$ cat src/rtl/dsr_frame_feeder.sv
// dsr_frame_feeder: byte FIFO feeding a downstream sequencer frame by frame, with done/timeout handling
//
// Ports:
//   clk          - clock, rising edge
//   rst          - asynchronous active-high reset
//   in_valid     - upstream byte valid
//   in_data      - upstream byte
//   in_ready     - FIFO not full
//   dsr_start    - registered one-cycle frame start (high during LAUNCH)
//   dsr_data     - registered byte stream to the sequencer
//   dsr_done     - frame-complete pulse, honoured only in FEED
//   busy         - FSM not in IDLE
//   timeout_err  - registered one-cycle pulse, high in the first RECOVER cycle
//   frame_cnt    - completed frames (wraps)
//   err_cnt      - timeouts (wraps)
//
// Build option: define DSR_FEEDER_STATS_EN to build frame_cnt/err_cnt counters;
// otherwise both outputs are tied to 8'h00.
module dsr_frame_feeder #(
    parameter int          DEPTH        = 4,
    parameter int          TIMEOUT      = 64,
    parameter int          RECOVER_CYC  = 4,
    parameter logic [7:0]  RECOVER_BYTE = 8'h17
) (
    input  logic       clk,
    input  logic       rst,
    input  logic       in_valid,
    input  logic [7:0] in_data,
    output logic       in_ready,
    output logic       dsr_start,
    output logic [7:0] dsr_data,
    input  logic       dsr_done,
    output logic       busy,
    output logic       timeout_err,
    output logic [7:0] frame_cnt,
    output logic [7:0] err_cnt
);
    localparam int AW = $clog2(DEPTH);
    localparam int TW = $clog2(TIMEOUT + 1);
    localparam int RW = $clog2(RECOVER_CYC + 1);

    typedef enum logic [1:0] {IDLE, LAUNCH, FEED, RECOVER} state_t;

    state_t        state_q, state_d;
    logic [7:0]    mem_q [DEPTH];
    logic [AW:0]   wr_q, wr_d, rd_q, rd_d;
    logic [TW-1:0] tmo_q, tmo_d;
    logic [RW-1:0] rec_q, rec_d;
    logic [7:0]    data_q, data_d;
    logic          start_q, start_d, terr_q, terr_d;
    logic          empty, full, push, pop, done_hit, tmo_hit;

    // Pointers carry one extra wrap bit so full and empty are distinguishable.
    assign empty       = wr_q == rd_q;
    assign full        = (wr_q ^ rd_q) == {1'b1, {AW{1'b0}}};
    assign in_ready    = !full;
    assign push        = in_valid && !full;
    assign busy        = state_q != IDLE;
    assign dsr_start   = start_q;
    assign dsr_data    = data_q;
    assign timeout_err = terr_q;

    // Done takes priority over an expiring timeout in the same cycle.
    assign done_hit = state_q == FEED && dsr_done;
    assign tmo_hit  = state_q == FEED && !dsr_done && tmo_q == TW'(TIMEOUT - 1);

    always_comb begin
        state_d = state_q;
        rd_d    = rd_q;
        tmo_d   = tmo_q;
        rec_d   = rec_q;
        data_d  = data_q;
        terr_d  = 1'b0;
        pop     = 1'b0;
        wr_d    = wr_q + {{AW{1'b0}}, push};
        case (state_q)
            IDLE:    state_d = empty ? IDLE : LAUNCH;
            LAUNCH: begin
                pop     = 1'b1;
                tmo_d   = '0;
                state_d = FEED;
            end
            FEED: begin
                if (done_hit) begin
                    tmo_d   = '0;
                    state_d = IDLE;
                end else if (tmo_hit) begin
                    tmo_d   = '0;
                    rec_d   = '0;
                    data_d  = RECOVER_BYTE;
                    terr_d  = 1'b1;
                    state_d = RECOVER;
                end else begin
                    pop   = !empty;
                    tmo_d = tmo_q + 1'b1;
                end
            end
            RECOVER: begin
                rec_d   = rec_q + 1'b1;
                state_d = rec_q == RW'(RECOVER_CYC - 1) ? IDLE : RECOVER;
            end
            default: state_d = IDLE;
        endcase
        if (pop) begin
            data_d = mem_q[rd_q[AW-1:0]];
            rd_d   = rd_q + 1'b1;
        end
        start_d = state_d == LAUNCH;
    end

    always_ff @(posedge clk) begin
        if (push)
            mem_q[wr_q[AW-1:0]] <= in_data;
    end

    always_ff @(posedge clk or posedge rst) begin
        if (rst) begin
            state_q <= IDLE;
            wr_q    <= '0;
            rd_q    <= '0;
            tmo_q   <= '0;
            rec_q   <= '0;
            data_q  <= 8'h00;
            start_q <= 1'b0;
            terr_q  <= 1'b0;
        end else begin
            state_q <= state_d;
            wr_q    <= wr_d;
            rd_q    <= rd_d;
            tmo_q   <= tmo_d;
            rec_q   <= rec_d;
            data_q  <= data_d;
            start_q <= start_d;
            terr_q  <= terr_d;
        end
    end

`ifdef DSR_FEEDER_STATS_EN
    logic [7:0] frame_q, frame_d, err_q, err_d;

    always_comb begin
        frame_d = frame_q + {7'd0, done_hit};
        err_d   = err_q + {7'd0, tmo_hit};
    end

    always_ff @(posedge clk or posedge rst) begin
        if (rst) begin
            frame_q <= 8'h00;
            err_q   <= 8'h00;
        end else begin
            frame_q <= frame_d;
            err_q   <= err_d;
        end
    end

    assign frame_cnt = frame_q;
    assign err_cnt   = err_q;
`else
    assign frame_cnt = 8'h00;
    assign err_cnt   = 8'h00;
`endif
endmodule

$ cat config.mk
export PLATFORM = sky130hd
export DESIGN_NAME = dsr_frame_feeder
export DESIGN_NICKNAME = d
export VERILOG_FILES = /design/src/rtl/dsr_frame_feeder.sv
export SDC_FILE = /design/constraint.sdc
export NUM_CORES = 1
export LEC_CHECK = 0
export CAP_MARGIN = 10
export CORE_MARGIN = 2
export CORE_UTILIZATION = 54
export DETAILED_ROUTE_END_ITERATION = 8
export GPL_ROUTABILITY_DRIVEN = 0
export PLACE_DENSITY = 0.9
export REMOVE_ABC_BUFFERS = 1
export SKIP_LAST_GASP = 1
export SYNTH_ARGS = -nofsm -noshare
export SYNTH_HDL_FRONTEND = slang
export SYNTH_SLANG_ARGS = --single-unit
$ cat constraint.sdc
create_clock -name clk -period 2.26 [get_ports clk]
set_input_delay 0.452 -clock clk [delete_from_list [all_inputs] [get_ports clk]]
set_output_delay 0.452 -clock clk [all_outputs]
set_load 0.02 [all_outputs]
; ---- Word-level counts from Yosys, hierarchy flattened
; Memory sizes are Yosys's and may differ from the RTL's.
; Index checks and enable logic that the tools add are counted.
; W data, S select, Z words.
[op_classes]
n_addsub = 4
n_eq_ne = 11
muxes = 23
bitwise_logic = 1
reduce_logical = 15
[op_table]
columns = operator, n
row1 = $mux W8, 4
row2 = $mux W7, 2
row3 = $pmux W7 S2, 1
row4 = $reduce_bool A2 Y1, 5
row5 = $mux W1, 8
row6 = $pmux W2 S4, 1
row7 = $add A7 B1 Y7 const B, 1
row8 = $eq A7 B6 Y1 const B, 1
row9 = $add A3 B1 Y3 const B, 2
row10 = $mux W2, 3
row11 = $mux W3, 2
row12 = $ne A2 B2 Y1 const B, 3
row13 = $pmux W3 S2, 1
row14 = $reduce_and A3 Y1, 2
row15 = $eq A2 B1 Y1 const B, 2
row16 = $eq A2 B2 Y1 const B, 2
row17 = $logic_and A1 B1 Y1, 4
row18 = $add A3 B1 Y3, 1
row19 = $eq A3 B2 Y1 const B, 1
row20 = $eq A3 B3 Y1, 1
row21 = $eq A3 B3 Y1 const B, 1
row22 = $logic_not A1 Y1, 3
row23 = $xor A3 B3 Y3, 1
row24 = $logic_not A2 Y1, 1
row25 = $pmux W1 S2, 1
[word_totals]
reg_bits = 28
ram_bits = 32
input_bits = 12
output_inout_bits = 28
elab_cells = 63
mem_count = 1
[mem_list]
columns = name, words, width, read_ports, rd_clocked_by_memory_dff, wr, line
row1 = mem_q, 4, 8, 1, 0, 1, 45  ; logic [7:0] mem_q [DEPTH];

; ---- Longest topological paths before layout
; Gate-level depths: netlist of run 1.
[depth]
depth_word = 8
ltp_mapped = 8
ltp_nobuf = 7

; ---- Worst setup path after synthesis of run 1
; No wires, ideal clock.
[synth_timing]
kind = reg-to-reg
from = register rd_q[1]
to = memory mem_q[1][0], enable pin
setup_time_ps = 385
arrival_time_ps = 1758
required_ps = 1875
path_slack_ps = 117
stages_incl_launch_ff = 6
n_path_buf = 1
period_less_slack_ps = 2143
path_cell_list = dfrtp_1 > buf_6 > xor2_1 > or3_4 > nand2_2 > nor3b_1
[synth_between]
elab_chain_len = 6
[synth_lines]
columns = item, line
row1 = start: declaration, 46  ; logic [AW:0] wr_q, wr_d, rd_q, rd_d;
row2 = start signal: assignment, 129  ; rd_q <= rd_d;
row3 = $xor A3 B3 Y3, 55  ; assign full = (wr_q ^ rd_q) == {1'b1, {AW{1'b0}}};
row4 = $eq A3 B3 Y1, 55
row5 = $logic_not A1 Y1, --
row6 = named net in_ready, 29  ; output logic in_ready,
row7 = $logic_and A1 B1 Y1, 57  ; assign push = in_valid && !full;
row8 = $mux W1, 112  ; if (push)
row9 = $mux W1 (implied by the code), 113  ; mem_q[wr_q[AW-1:0]] <= in_data;
row10 = end: declaration, 45
; The timed path passes the listed nets, and every way through them passes these cells.

; ---- Final worst setup path of run 1
[layout_timing]
from = register state_q[0]
to = output port busy
[layout_between]
elab_chain_len = 1
[layout_lines]
columns = item, line
row1 = start: declaration, 44  ; state_t state_q, state_d;
row2 = start signal: assignment, 127  ; state_q <= state_d;
row3 = $reduce_bool A2 Y1, 58  ; assign busy = state_q != IDLE;
row4 = end: declaration, 33  ; output logic busy,
; Every way passes these cells.

==> impl_metrics.csv, run 1 <==
group,metric,value,unit
status,outcome,"finished clean",
clocking,cts_max_level,3,
worst_setup_path,timing.critical_path.max_delay_family,"buffers and inverters",
clocking,clkSlewWorstSetupHoldPaths,0.07,ns
global_routing,total_global_route_track_usage,0.176,
worst_setup_path,cp_dominant_cell_by_count,"sky130_fd_sc_hd__inv_1",
synthesis,main_combinational_cell_family_by_area_after_synthesis,"multiplexers",
power,p_int,3.08,mW
place,placedCellCount,276,
power,p_switching,1.50,mW
synthesis,netlist-cell-type-count,41,
route,drt.antenna.violating_nets,0,
global_routing,grt_pass1_wl,6.99,mm
place,dp.final_hpwl,2.99,mm
clocking,cts.root.buffer_cell,"sky130_fd_sc_hd__clkbuf_8",
worst_setup_path,timing.critical_path.slowest_stage_cell,"sky130_fd_sc_hd__clkdlybuf4s50_1",
sta,final-hold-violation-count,0,
route,post-route-drc-count,0,
sta,achievable-frequency,467,MHz
floorplanning,ioPinCount,40,
route,routed_via_density,5.16,
worst_setup_path,critical-path-max-stage-delay,0.60,ns
synthesis,flip_flop_and_latch_count_after_synthesis,60,
sta,fin_crit_sh,0.947,
synthesis,synth-compound-area-share,0.0789,
synthesis,mux_contribution_to_synthesized_area,0.0899,
clocking,postCtsHoldBufs,0,
global_routing,grt_start_max_net_pins,29,
synthesis,synth_top_cell_area_share,0.352,
floorplanning,die_w,75.1,um
synthesis,synth.avg_cell_area,14.9,um2
worst_setup_path,setup.worst_path.end_class,"primary output",
route,drt_pre_antenna_iters,4,
power,seqPwrFrac,0.366,
clocking,tritoncts,"built",
clocking,worstSkewPairLatency,0.33,ns
sta,worst_clock_skew,0.00722,ns
global_routing,grt_pass1_vias,1483,
power,clock_power_share,0.259,
final_layout,fin_cells,292,
floorplanning,die_height,75.1,um
clocking,cts.sinks,60,
place,io_buffers,23,
sta,finalSetupViolations,0,
synthesis,synth_area_leader_cell,"sky130_fd_sc_hd__edfxtp_1",
route,initialDrtViolationCount,87,
synthesis,synthesis.instances,183,
route,via_count,1508,
synthesis,yosysSeqAreaShare,0.609,
route,finalWirelength,4.38,mm
power,pwr-share-comb,0.375,
power,power_density,1410,mW/mm2
clocking,tritoncts.num_buffers,9,
worst_setup_path,critical_path_peak_fanout,5,
synthesis,synth_xor_area_frac,0.0349,
final_layout,n_antenna_cell,0,
min_path,worstHoldPathType,"primary input to asynchronous set/reset pin",
worst_setup_path,setup.worst_path.class,"flip-flop to primary output",
synthesis,synthesis.area,0.00273,mm2
global_routing,number_of_antenna_violations_at_the_first_check_in_global_routing,0,
power,switching_share,0.328,
sta,final_period_demand_of_the_worst_path,2.14,ns
final_layout,nets_finish,243,
worst_setup_path,worst-endpoint-arrival,1.69,ns
sta,fin_max_slew_vios,0,
synthesis,synth-async-reset-ratio,0.467,
worst_setup_path,crit_path_cell_trace,"inv_1, ha_1, inv_1, clkdlybuf4s50_1",
power,vdd.ir_drop.worst,0.971,mV
synthesis,postSynth.topFlopCell,"sky130_fd_sc_hd__edfxtp_1",
worst_setup_path,critPathLaunchType,"flip-flop",
sta,whs,0.475,ns
worst_setup_path,worstPathBufferInverterCount,3,
sta,grt_setup_unrepaired,"no",
global_routing,globalRoute.totalOverflow,0,
synthesis,synth_adder_area_share,0.0505,
route,route.detailed.wl_per_inst,15.0,um
synthesis,yosysWarningCount,0,
final_layout,fraction_of_final_layout_cells_sized_beyond_drive_strength_1,0.169,
synthesis,post_synth_edffs,32,
floorplanning,placeableCoreArea,0.00479,mm2
final_layout,area_growth_syn_to_layout,19.3,%
synthesis,ys_top_cells_by_area,"sky130_fd_sc_hd__edfxtp_1 (35%), sky130_fd_sc_hd__dfrtp_1 (26%), sky130_fd_sc_hd__mux4_1 (7.7%)",
floorplanning,full_die_area,0.00564,mm2
synthesis,synth_simple_gate_area_share,0.0651,
run,drv_cap,0,
worst_setup_path,reg2reg_setup_slack,0.24,ns
sta,fin_setup_tns,0,ns
floorplanning,core.rowCount,25,
clocking,cts.path.max_buffers,2,
floorplanning,floorplan.initialDensity,0.570,
worst_setup_path,cp_data_required_time,1.81,ns
power,cellLeakagePower,1.34,nW
[cell families after synthesis]
kind of cell / Yosys count
flip-flops: 60
AND/OR/NAND/NOR: 31
buffers and inverters: 31
AO/OA/AOI/OAI: 28
adder cells (fa/ha/maj): 11
multiplexers: 11
XOR/XNOR: 10
other: 1
[synth_stat cells (3+ instances only)]
cell type and count:
sky130_fd_sc_hd__o22ai_1 3, sky130_fd_sc_hd__inv_1 11, sky130_fd_sc_hd__nand2_1 8, sky130_fd_sc_hd__o21ai_0 7, sky130_fd_sc_hd__xor2_1 6, sky130_fd_sc_hd__o22a_2 4, sky130_fd_sc_hd__edfxtp_1 32, sky130_fd_sc_hd__nor2_1 6
sky130_fd_sc_hd__ha_1 11, sky130_fd_sc_hd__nand3_1 3, sky130_fd_sc_hd__xnor2_1 3, sky130_fd_sc_hd__buf_4 16, sky130_fd_sc_hd__mux4_1 8, sky130_fd_sc_hd__dfrtp_1 28, sky130_fd_sc_hd__a22o_2 4
[through the flow]
| step | util | area, um2 | power (mW) | worst slack, ns |
|---|---|---|---|---|
| after floorplan | - | 2630 | 2.85 | 0.0778 |
| after global placement | 0.628 | 3010 | 3.37 | 0.169 |
| after detailed placement | 0.628 | 3010 | 3.45 | 0.112 |
| after CTS | 0.680 | 3250 | 4.63 | 0.0975 |
| after global routing | 0.680 | 3250 | 4.85 | 0.0350 |
| final | 0.680 | 3250 | 4.58 | 0.120 |
[cell type report]
type	instances	area [um2]
clock inverters	7	123
clock buffers	9	124
multi-input cells	107	931
flip-flops and latches	60	1660
repair buffers	31	289
inverters	11	41.3
well taps	67	83.8
fillers	348	1530
[worst min-delay path: stages]
cell,delay [ns]
sky130_fd_sc_hd__clkdlybuf4s50_1,0.39
sky130_fd_sc_hd__inv_1,0.05
sky130_fd_sc_hd__buf_4,0.32
[path summary, 6_finish.rpt]
check                      cells past startpoint       start           to
max in group asynchronous                      3         rst     tmo_q[0]
hold / removal                                 3         rst     rec_q[2]
setup / recovery                               4  state_q[0]         busy
hold reg to reg                                1     wr_q[2]      wr_q[2]
min in group clk                               1     wr_q[2]      wr_q[2]
setup reg to reg                               6  state_q[0]  dsr_data[0]
[per-layer routing]
layer / track usage / routed length, um
met5: 0 / 0
met4: 0.0952 / 48
met3: 0.0455 / 180
met2: 0.303 / 2340
met1: 0.202 / 1820
[power groups by stage]
| stage | clock network, mW | registers, mW | logic (mW) |
|---|---|---|---|
| after global placement | 0 | 1.69 | 1.69 |
| after floorplan | 0 | 1.79 | 1.06 |
| after global routing | 1.24 | 1.71 | 1.89 |
| after detailed placement | 0 | 1.70 | 1.75 |
| after CTS | 1.20 | 1.68 | 1.75 |
| final | 1.19 | 1.68 | 1.72 |
[registers in the layout, summed over array words and instances, names as in the netlist]
| signal | flops |
|---|---|
| rec_q | 3 |
| mem_q | 32 |
| tmo_q | 7 |
| timeout_err | 1 |
| dsr_start | 1 |
| dsr_data | 8 |
| state_q | 2 |
| rd_q | 3 |
| wr_q | 3 |
[layout by cell type, fill, tap and decap left out, types with 7 or more instances in the layout]
| cell | instances |
|---|---|
| sky130_fd_sc_hd__edfxtp_1 | 32 |
| sky130_fd_sc_hd__dfrtp_1 | 28 |
| sky130_fd_sc_hd__o21ai_0 | 7 |
| sky130_fd_sc_hd__conb_1 | 16 |
| sky130_fd_sc_hd__clkbuf_8 | 9 |
| sky130_fd_sc_hd__ha_1 | 11 |
| sky130_fd_sc_hd__buf_4 | 8 |
| sky130_fd_sc_hd__nand2_1 | 8 |
| sky130_fd_sc_hd__inv_1 | 11 |
| sky130_fd_sc_hd__mux4_1 | 8 |
| sky130_fd_sc_hd__clkdlybuf4s50_1 | 22 |
[what timing repair did]
item / CTS / global route
endpoints found under the setup margin: 1 / 0
resized for setup: 1 / 0
hold endpoints to repair: 0 / 0
setup buffers: 0 / 0
(Power assumes the default switching activity.)
==> run 2: changes to the inputs <==
Settings changed: SLEW_MARGIN from default to 5.
==> results of run 2 <==
No change in the layout: final DEF, timing and power equal those of run 1.
==> run 3: changes to the inputs <==
Settings changed: CORE_MARGIN 2 to default, CORE_UTILIZATION 54 to 45, PLACE_DENSITY 0.9 to 0.79.
==> run 3 against run 2 <==
Worst setup slack worse by 0.0092 ns. Core utilization down 11 points. Clock power down 9%. Non-clock buffer count unchanged. Largest cell class unchanged. Cell area down 0.50%. Worst hold slack worse by 0.0074 ns. Clock skew about the same. Final cell count up 1.7%. First-iteration DRC count up 71%. Via count up 0.40%. Critical endpoint is now in_ready. Power down 2.5%.
==> impl_metrics.csv, run 3 (same netlist as run 1, synthesis figures left out) <==
group,metric,value,unit
sta,finalSetupViolations,0,
power,pwr-share-comb,0.384,
global_routing,met2_usage,0.246,
worst_setup_path,critical_path_peak_fanout,6,
global_routing,globalRouteMet1Util,0.200,
final_layout,num-fill-cells,466,
final_layout,fraction_of_final_layout_cells_sized_beyond_drive_strength_1,0.169,
worst_setup_path,timing.critical_path.max_delay_family,"flip-flops",
worst_setup_path,r2r_start,"state_q[1]",
route,drt_pre_antenna_iters,4,
worst_setup_path,setup.worst_path.end_class,"primary output",
global_routing,number_of_antenna_violations_at_the_first_check_in_global_routing,0,
clocking,tritoncts.num_buffers,9,
worst_setup_path,crit_path_cell_trace,"xor2_2, or3_4, dlygate4sd2_1",
final_layout,layout.area.seq,0.00166,mm2
final_layout,final_common_cell,"sky130_fd_sc_hd__edfxtp_1",
clocking,cts.path.max_buffers,2,
worst_setup_path,reg2reg_setup_slack,0.34,ns
final_layout,area_growth_syn_to_layout,18.7,%
floorplanning,die_w,79.9,um
route,via_count,1514,
global_routing,globalRoute.totalOverflow,0,
place,dp.final_hpwl,2.94,mm
worst_setup_path,critPathLaunchType,"flip-flop",
min_path,worstHoldPathType,"primary input to asynchronous set/reset pin",
global_routing,total_global_route_track_usage,0.159,
global_routing,grt_pass1_wl,7.25,mm
global_routing,grt_pass1_vias,1500,
sta,grt_setup_unrepaired,"no",
status,outcome,"finished clean",
route,finalWirelength,4.32,mm
worst_setup_path,worst-endpoint-arrival,1.70,ns
final_layout,layout_common_cells,"sky130_fd_sc_hd__edfxtp_1 (32), sky130_fd_sc_hd__dfrtp_1 (28), sky130_fd_sc_hd__clkdlybuf4s50_1 (22), sky130_fd_sc_hd__conb_1 (16)",
floorplanning,die_height,79.9,um
floorplanning,core.rowCount,27,
worst_setup_path,rr_endpoint,"dsr_data[0]",
power,p_int,2.96,mW
global_routing,grt_start_max_net_pins,29,
floorplanning,placeableCoreArea,0.00568,mm2
final_layout,n_antenna_cell,0,
final_layout,largest_reg_flops,32,
sta,fin_setup_tns,0,ns
power,power_density,1380,mW/mm2
worst_setup_path,cp_data_required_time,1.81,ns
worst_setup_path,setup.worst_path.class,"flip-flop to primary output",
route,post-route-drc-count,0,
power,cellLeakagePower,1.34,nW
power,p_switching,1.51,mW
power,switching_share,0.338,
clocking,cts_max_level,3,
worst_setup_path,critical-path-max-stage-delay,0.45,ns
sta,whs,0.468,ns
global_routing,met3_usage,0.0617,
power,vdd.ir_drop.worst,0.754,mV
power,seqPwrFrac,0.375,
power,total_power,4.47,mW
final_layout,final_util,0.570,
route,route.detailed.wl_per_inst,14.5,um
clocking,worstSkewPairLatency,0.34,ns
power,clock_power_share,0.242,
sta,final-hold-violation-count,0,
sta,final_period_demand_of_the_worst_path,2.15,ns
place,placedCellCount,281,
run,drv_cap,0,
clocking,cts.sinks,60,
route,initialDrtViolationCount,149,
worst_setup_path,reg2reg_depth,5,
worst_setup_path,timing.critical_path.slowest_stage_cell,"sky130_fd_sc_hd__dfrtp_1",
route,drt.antenna.violating_nets,0,
route,routed_via_density,5.10,
floorplanning,full_die_area,0.00638,mm2
sta,fin_crit_sh,0.951,
floorplanning,floorplan.initialDensity,0.481,
clocking,clkSlewWorstSetupHoldPaths,0.07,ns
global_routing,grt-busiest-layer,"met2",
clocking,cts.root.buffer_cell,"sky130_fd_sc_hd__clkbuf_8",
sta,achievable-frequency,465,MHz
final_layout,fin_cells,297,
final_layout,multi_input_area,931,um2
place,io_buffers,23,
clocking,tritoncts,"built",
worst_setup_path,worstPathBufferInverterCount,1,
final_layout,nets_finish,243,
floorplanning,ioPinCount,40,
sta,fin_max_slew_vios,0,
sta,worst_clock_skew,0.00704,ns
-- run 3: changes by cell type in the layout (fill, tap and decap cells not counted) --
cell | before | now
sky130_fd_sc_hd__clkinv_4 | 1 | 3
sky130_fd_sc_hd__clkinvlp_4 | 2 | 0
sky130_fd_sc_hd__bufinv_16 | 3 | 2
sky130_fd_sc_hd__clkinv_2 | 0 | 1
-- run 3: per-stage QoR --
step	setup slack, ns	cell area, um2
after floorplan	0.0778	2630
after CTS	0.0926	3240
after detailed placement	0.256	3010
final	0.111	3240
after global routing	0.0216	3240
after global placement	0.276	3010
-- run 3: how the worst max path moves through the flow --
stage               startpoint          end  slack (ns)  depth (start not counted)
detailed placement     wr_q[0]     in_ready        0.26                          3
global placement       wr_q[0]     in_ready        0.28                          3
global route        state_q[0]         busy        0.02                          4
finish                 wr_q[0]     in_ready        0.11                          3
floorplan              rd_q[0]  mem_q[1][0]        0.08                          4
CTS                 state_q[0]         busy        0.09                          4
-- run 3: final cells by class --
type	count	area share
timing repair buffer	31	0.0893
multi-input combinational	107	0.288
clock inverter	7	0.0309
clock buffer	9	0.0383
tap	72	0.0278
sequential	60	0.513
inverter	11	0.0128
-- run 3: worst register-to-register path, stage by stage (launching register included) --
cell	delay, ns
sky130_fd_sc_hd__dfrtp_1	0.40
sky130_fd_sc_hd__inv_1	0.10
sky130_fd_sc_hd__ha_1	0.52
sky130_fd_sc_hd__o211ai_1	0.23
sky130_fd_sc_hd__o21a_1	0.29
sky130_fd_sc_hd__o22a_2	0.26
-- run 3: per-layer routing --
layer,up-vias,part of all wire
met5,-,0
met2,41,0.49
li1,721,-
met1,743,0.45
met3,9,0.045
met4,0,0.017
-- run 3: what timing repair did --
item | CTS | global route
gates resized for setup | 1 | 0
hold buffers | 0 | 0
buffers inserted | 0 | 0
endpoints found under the setup margin | 1 | 0
-- run 3: power by group through the flow --
stage	clock network [mW]	logic (mW)	registers [mW]
floorplan	0	1.06	1.79
global placement	0	1.70	1.68
detailed placement	0	1.74	1.70
CTS	1.10	1.74	1.68
global route	1.14	1.88	1.71
finish	1.08	1.72	1.67
